### config.mk
export PLATFORM = sky130hd
export DESIGN_NAME = shift_seq_ctrl
export DESIGN_NICKNAME = d
export VERILOG_FILES = /design/src/rtl/shift_seq_ctrl.sv
export SDC_FILE = /design/constraint.sdc
export NUM_CORES = 1
export LEC_CHECK = 0
export ABC_AREA = 0
export ABC_CLOCK_PERIOD_IN_PS = 2300
export BUFFER_PORTS_ARGS = -buffer_cell sky130_fd_sc_hd__buf_4
export CORE_ASPECT_RATIO = 0.6
export CORE_MARGIN = 2
export CORE_UTILIZATION = 50
export DETAILED_ROUTE_END_ITERATION = 7
export PLACE_DENSITY = 0.73
export SLEW_MARGIN = 25
export SYNTH_ARGS = -nofsm -noshare
export SYNTH_HDL_FRONTEND = slang
export SYNTH_SLANG_ARGS = --single-unit
### constraint.sdc
create_clock -name clk -period 2.3 [get_ports clk]
set_input_delay 0.46 -clock clk [delete_from_list [all_inputs] [get_ports clk]]
set_output_delay 0.46 -clock clk [all_outputs]
set_load 0.02 [all_outputs]
### src/rtl/shift_seq_ctrl.sv
// ---------------------------------------------------------------------------
// shift_seq_ctrl
//
// Multi-cycle shift sequencer. It breaks a shift request (SLL/SRL/SRA, and
// optionally ROR) of 0..2^AMT_W-1 bits into shift-by-2 steps, plus one
// shift-by-1 step for odd amounts. Each step takes one cycle. Requests use a
// start/busy/done handshake.
//
// Build option:
//   SHIFT_SEQ_ROTATE_EN - when defined, op=11 performs rotate-right (ROR).
//                         When undefined, op=11 behaves exactly as SLL and
//                         no rotate logic exists.
//
// Parameters:
//   WIDTH  data width in bits; must be even and at least 4
//   AMT_W  shift-amount width; the maximum shift is 2^AMT_W-1
//
// Ports:
//   clk       in   system clock; all state changes on the rising edge
//   reset_n   in   asynchronous active-low reset
//   start     in   request strobe; sampled only in IDLE
//   op        in   00 SLL, 01 SRL, 10 SRA, 11 ROR or SLL (see build option)
//   amount    in   shift distance
//   in_data   in   operand
//   busy      out  high while in SHIFT or DONE
//   done      out  one-cycle pulse; out_data is valid in the same cycle
//   out_data  out  result; held until the next done
// ---------------------------------------------------------------------------
module shift_seq_ctrl #(
  parameter int unsigned WIDTH = 32,
  parameter int unsigned AMT_W = 5
) (
  input  logic             clk,
  input  logic             reset_n,
  input  logic             start,
  input  logic [1:0]       op,
  input  logic [AMT_W-1:0] amount,
  input  logic [WIDTH-1:0] in_data,
  output logic             busy,
  output logic             done,
  output logic [WIDTH-1:0] out_data
);

  localparam logic [1:0] OpSrl = 2'b01;
  localparam logic [1:0] OpSra = 2'b10;
`ifdef SHIFT_SEQ_ROTATE_EN
  localparam logic [1:0] OpRor = 2'b11;
`endif

  typedef enum logic [1:0] {
    StIdle,
    StShift,
    StDone
  } state_e;

  state_e             r_state;
  state_e             w_state_next;
  logic [WIDTH-1:0]   r_work;
  logic [AMT_W-1:0]   r_remaining;
  logic [1:0]         r_op;
  logic [WIDTH-1:0]   r_out_data;

  logic [WIDTH-1:0]   w_sh2;
  logic [WIDTH-1:0]   w_sh1;
  logic [WIDTH-1:0]   w_work_next;
  logic [AMT_W-1:0]   w_remaining_next;
  logic [1:0]         w_op_next;
  logic               w_accept;
  logic               w_two_left;

  assign w_accept   = (r_state == StIdle) && start;
  assign w_two_left = (r_remaining >= AMT_W'(2));

  // -------------------------------------------------------------------------
  // FSM: state register
  // -------------------------------------------------------------------------
  always_ff @(posedge clk or negedge reset_n) begin
    if (!reset_n) begin
      r_state <= StIdle;
    end else begin
      r_state <= w_state_next;
    end
  end

  // -------------------------------------------------------------------------
  // FSM: next-state logic
  // -------------------------------------------------------------------------
  always_comb begin
    w_state_next = r_state;
    unique case (r_state)
      StIdle: begin
        if (start) begin
          w_state_next = (amount == '0) ? StDone : StShift;
        end
      end
      StShift: begin
        // The step taken this cycle empties remaining when 1 or 2 are left.
        if (r_remaining <= AMT_W'(2)) begin
          w_state_next = StDone;
        end
      end
      StDone: begin
        w_state_next = StIdle;
      end
      default: begin
        w_state_next = StIdle;
      end
    endcase
  end

  // -------------------------------------------------------------------------
  // FSM: outputs
  // -------------------------------------------------------------------------
  always_comb begin
    busy = 1'b0;
    done = 1'b0;
    unique case (r_state)
      StShift: begin
        busy = 1'b1;
      end
      StDone: begin
        busy = 1'b1;
        done = 1'b1;
      end
      default: begin
        busy = 1'b0;
        done = 1'b0;
      end
    endcase
  end

  assign out_data = r_out_data;

  // -------------------------------------------------------------------------
  // Fixed shifters: one 2-bit step and one 1-bit step for the latched op.
  // Repeated steps saturate naturally for amount >= WIDTH.
  // -------------------------------------------------------------------------
  always_comb begin
    w_sh2 = {r_work[WIDTH-3:0], 2'b00};
    w_sh1 = {r_work[WIDTH-2:0], 1'b0};
    case (r_op)
      OpSrl: begin
        w_sh2 = {2'b00, r_work[WIDTH-1:2]};
        w_sh1 = {1'b0, r_work[WIDTH-1:1]};
      end
      OpSra: begin
        w_sh2 = {{2{r_work[WIDTH-1]}}, r_work[WIDTH-1:2]};
        w_sh1 = {r_work[WIDTH-1], r_work[WIDTH-1:1]};
      end
`ifdef SHIFT_SEQ_ROTATE_EN
      OpRor: begin
        w_sh2 = {r_work[1:0], r_work[WIDTH-1:2]};
        w_sh1 = {r_work[0], r_work[WIDTH-1:1]};
      end
`endif
      default: begin
        // SLL, and op=11 when rotate support is not built in.
        w_sh2 = {r_work[WIDTH-3:0], 2'b00};
        w_sh1 = {r_work[WIDTH-2:0], 1'b0};
      end
    endcase
  end

  // -------------------------------------------------------------------------
  // Datapath next-state
  // -------------------------------------------------------------------------
  always_comb begin
    w_work_next      = r_work;
    w_remaining_next = r_remaining;
    w_op_next        = r_op;
    if (w_accept) begin
      w_work_next      = in_data;
      w_remaining_next = amount;
      w_op_next        = op;
    end else if (r_state == StShift) begin
      if (w_two_left) begin
        w_work_next      = w_sh2;
        w_remaining_next = r_remaining - AMT_W'(2);
      end else begin
        w_work_next      = w_sh1;
        w_remaining_next = '0;
      end
    end
  end

  // -------------------------------------------------------------------------
  // Datapath registers
  // -------------------------------------------------------------------------
  always_ff @(posedge clk or negedge reset_n) begin
    if (!reset_n) begin
      r_work      <= '0;
      r_remaining <= '0;
      r_op        <= '0;
    end else begin
      r_work      <= w_work_next;
      r_remaining <= w_remaining_next;
      r_op        <= w_op_next;
    end
  end

  // The result register loads only on entry to DONE, so it holds the last
  // result through IDLE and SHIFT of the next request.
  always_ff @(posedge clk or negedge reset_n) begin
    if (!reset_n) begin
      r_out_data <= '0;
    end else if ((w_state_next == StDone) && (r_state != StDone)) begin
      r_out_data <= w_work_next;
    end
  end

endmodule

After elaboration in Yosys (flattened, before gate mapping). Index checks and enable logic that the tools add are counted.

Register bits after elaboration: 73. Bits of input ports: 42. Output and inout port bits: 34. Logic and storage cells: 34.

$add $sub $neg: 1. Order comparisons: 2. Equality and inequality tests: 6. Mux-type cells: 14. Reductions and logical operators: 6.

Operator list (count): $pmux W32 S2 (2); $mux W32 (3); $mux W5 (3); $eq A2 B2 Y1 const B (3); $mux W2 (3); $ge A5 B2 Y1 const B (1); $le A5 B2 Y1 const B (1); $logic_not A5 Y1 (1); $sub A5 B2 Y5 const B (1); $eq A2 B1 Y1 const B (2); $pmux W2 S2 (1); $logic_and A1 B1 Y1 (2); $logic_not A2 Y1 (1); $mux W1 (2); $ne A2 B2 Y1 const B (1); $reduce_bool A2 Y1 (1); $reduce_or A2 Y1 (1).

Logic depth before layout (Yosys ltp).
Word-level depth: 6. Depth in mapped cells: 9. Mapped depth without buffers: 7.

Worst setup path before layout. No wires, ideal clock.

Kind: register to register. Start point: register r_remaining[2]. End point: register r_out_data[0], in the netlist out_data[0]. Library setup time: 0.125 ns. Arrival: 1.941 ns. Required time: 2.175 ns. Path slack: 0.234 ns. Cell stages (with the launch flop): 7. Path buffers: 1. Clock period less this slack: 2.066 ns. Cell sequence: dfrtp_1 -> or3b_1 -> a311oi_1 -> a2bb2oi_1 -> nand3b_2 -> buf_6 -> mux2_4.

Cells in the longest elaborated chain, start to end: 5. Elaborated cells on any way between the ends: 9. Classes of those cells: 2 x order compare; 1 x eq/ne; 5 x mux; 1 x reduce/logical.

RTL lines: start: declaration (RTL line 59) `logic [AMT_W-1:0] r_remaining;`; start signal: assignment (RTL line 196) `r_remaining <= w_remaining_next;`; $le A5 B2 Y1 (RTL line 98) `if (r_remaining <= AMT_W'(2)) begin`; $mux W2 (RTL line 98); $pmux W2 S2 (RTL line 90) `unique case (r_state)`; $eq A2 B2 Y1 (RTL line 206) `end else if ((w_state_next == StDone) && (r_state != StDone)) begin`; $logic_and A1 B1 Y1 (RTL line 206); end signal: assignment (RTL line 207) `r_out_data <= w_work_next;`; end: declaration (RTL line 61) `logic [WIDTH-1:0] r_out_data;`.

Parallel ways exist; a longest one is shown, timed or not. A chain may end at the register's enable or synchronous reset.

Worst setup path after layout.
Start point: register r_state[1]. End point: register r_out_data[23], in the netlist out_data[23].

Cells in the longest elaborated chain, start to end: 4. Elaborated cells on any way between the ends: 11. Classes of those cells: 3 x eq/ne; 5 x mux; 3 x reduce/logical.

RTL lines: start: declaration (RTL line 56) `state_e r_state;`; start signal: assignment (RTL line 79) `r_state <= StIdle;`; start signal: assignment (RTL line 81) `r_state <= w_state_next;`; $eq A2 B1 Y1, or another cell as far along (RTL line 90); $pmux W2 S2 (*) (RTL line 90); via w_state_next[1] (RTL line 57) `state_e w_state_next;`; $eq A2 B2 Y1 (*) (RTL line 206); $logic_and A1 B1 Y1 (*) (RTL line 206).

Mark *: on every way through the listed nets, which the timed path passes. The rest lies on a longest branch.

==> flow_metrics.tcl <==
set metrics [dict create \
    fmax_ghz 0.454 \
    yosysTopAreaCell "dfrtp_1" \
    io_buffers 75 \
    ys_types 34 \
    ys_top_cells_by_area "dfrtp_1 (45%), a221oi_1 (13%), mux2_4 (11%)" \
    die_area_sq_um 8820 \
    cts_root_buf "clkbuf_16" \
    antenna_found_initial 0 \
    design_area_sq_um 5100 \
    netlist_instances 368 \
    fin_crit_sh_pct 95.7 \
    critPathMaxFanout 32 \
    via_count 3435 \
    status "completed" \
    drt_iter0_drc 257 \
    syn-num-nets 416 \
    num_io_pins 76 \
    die_x_microns 120 \
    h-tree-depth 3 \
    core-area_sq_um 7850 \
    cts_buffers 9 \
    worst_pin_slew_ps 503 \
    cp.arrival_ps 2420 \
    grt_max_degree 48 \
    fin_cells 549 \
    hold_buffers 0 \
    reg2regPathDepth 8 \
    ys_warn_count 0 \
    async_flop_share_pct 100 \
    fillers 600 \
    path_clk_slew_ps 60 \
    synth_ff_type "dfrtp_1" \
    ir_worst_vdd_v 0.000764 \
    grtUsageTotal_pct 25.1 \
    worst-path-buf-inv 3 \
    relSlewSlack_pct 66.2 \
    postSynthAreaPerCell_sq_um 10.9 \
    tns_ps 0 \
    diodes 0 \
    synth_edf_count 0 \
    vias_per_cell 6.26 \
    firstDrtPassIters 4 \
    yosysMostFrequentCell "dfrtp_1" \
    area_growth_pct 26.7 \
    synth_top_area_share_pct 45.3 \
    clockBufferDepth 2 \
    setup_viol 0 \
    finalCriticalPeriod_ps 2200 \
    power.density_nw_per_um2 1850 \
    reg2reg_to "out_data[23]" \
    yosysSeqAreaShare_pct 45.3 \
    insertion_delay_ps 340 \
    grt_pass1_wl_microns 16900 \
    finalHoldViolations 0 \
    crit_family "compound AO/OA/AOI/OAI gates" \
    cp.required_ps 2520 \
    slowest_delay_ps 410 \
    synth_area_sq_um 4030 \
    wl_per_cell_microns 18.9 \
    row_count 25 \
    cts_tree "yes" \
    dpl.hpwl_microns 6850 \
    dpl_cell_area_sq_um 4750 \
    r2r_slack_ps 100 \
    slew_viol_final 0 \
    finClkSkew_ps 8.89 \
    nNetsFinal 484 \
    max-cap-violations 0 \
    hold_path_class "input pin to asynchronous set/reset pin" \
    die_h_microns 73.5 \
    timing.rr.start "r_state[1]" \
    gp_congestion 0.850 \
    start_util_pct 51.3 \
    path_depth 8 \
    cpMostUsedCell "inv_1" \
    drt_wl_total_microns 10400 \
    dpl.cell_count 533 \
    cp-end-kind "flop" \
    drc 0 \
    crit_type "flop to flop" \
    grt_pass1_vias 3242 \
    cts.sinks 73 \
    drive_gt1_share_pct 34.0 \
    yosys-top-cells-count "dfrtp_1 (73), a221oi_1 (58), a21oi_1 (35)" \
    crit_path_start_kind "flop" \
    path_cells "inv_1 > ha_1 > inv_1 > a2111o_1 > o211ai_2 > nand3b_2 > buf_12 > mux2_4" \
    synth-seq-cells 73 \
    antenna_left 0 \
    overflow 0 \
    p_leak_nw 2.28 \
    crit_path_top_delay_cell "dfrtp_1" \
]
[cell usage in the layout (no fill, tap or decap), types with 2 or more instances in the layout]
master / Yosys / routed
nor3_1: 3 / 3
mux2_2: 2 / 2
o21ai_0: 8 / 7
clkbuf_16: 0 / 9
a221oi_1: 58 / 58
nand2_1: 12 / 12
buf_12: 0 / 3
nand3_1: 5 / 5
buf_4: 0 / 92
dfrtp_1: 73 / 73
bufinv_16: 0 / 2
nor2_1: 11 / 10
a21oi_1: 35 / 35
mux2i_1: 3 / 3
mux2_4: 30 / 30
clkinvlp_4: 0 / 2
inv_1: 9 / 9
o21bai_1: 30 / 30
ha_1: 6 / 5
clkbuf_8: 0 / 2
o31ai_1: 30 / 29
[power breakdown]
| group | switching (W) | total, W | internal, W |
|---|---|---|---|
| Clock | 0.000538 | 0.00155 | 0.00101 |
| Combinational | 0.00281 | 0.00522 | 0.00242 |
| Sequential | 0.000679 | 0.00265 | 0.00197 |
| Total | 0.00402 | 0.00942 | 0.00540 |
[metrics by stage]
stage,util [%],hold WS (ps),power [W],setup WS [ps]
CTS,64.8,109,0.00935,93.8
global route,65.0,123,0.0101,-21.5
global placement,60.6,463,0.00763,170
detailed placement,60.6,468,0.00775,95.4
floorplan,-,164,0.00618,234
finish,65.0,90.1,0.00942,97.9
[flip-flops by register name, summed over array words and instances, names as in the netlist]
register / cells
r_remaining: 5
out_data: 32
r_state: 2
r_op: 2
r_work: 32
[layer usage]
| layer | wire (microns) | GRT usage [%] | up-vias |
|---|---|---|---|
| li1 | - | - | 1586 |
| met1 | 5120 | 37.8 | 1671 |
| met2 | 4290 | 34.9 | 167 |
| met3 | 888 | 7.76 | 11 |
| met4 | 64 | 6.80 | 0 |
| met5 | 0 | 0 | - |
[worst max-delay path by stage]
| stage | from | to | slack, ps |
|---|---|---|---|
| 2_1_floorplan | r_remaining[2] | out_data[0] | 230 |
| 3_3_place_gp | r_remaining[2] | out_data[17] | 170 |
| 3_5_place_dp | r_remaining[2] | out_data[23] | 100 |
| 4_1_cts | r_state[1] | out_data[21] | 90 |
| 5_1_grt | r_state[1] | out_data[24] | -20 |
| 6_report | r_state[1] | out_data[23] | 100 |
[logic make-up after synthesis]
kind of cell               synth area share, %
adders and majority gates                 1.86
and+or+nand+nor                           4.41
AOI/OAI and AO/OA                         30.8
muxes                                     12.5
buffers and inverters                     5.06
DFF                                       45.3
[timing repair]
item,CTS,global route
setup buffers,0,0
resized for setup,0,4
setup endpoints to repair,0,32
[worst register-to-register path, stage by stage, from the launching register on]
cell and delay, ps:
dfrtp_1 410, inv_1 90, ha_1 300, inv_1 120
a2111o_1 400, o211ai_2 90, nand3b_2 120, buf_12 210
mux2_4 340
[layout make-up]
class	instances	area, sq um	share of cell area [%]
clock buffers	12	256	5.03
clock inverters	4	75.1	1.47
inverters	9	33.8	0.662
multi-input cells	248	2030	39.7
flip-flops and latches	73	1830	35.8
well taps	108	135	2.65
repair buffers	95	751	14.7
Note: power is estimated with default switching activity, not from simulation.
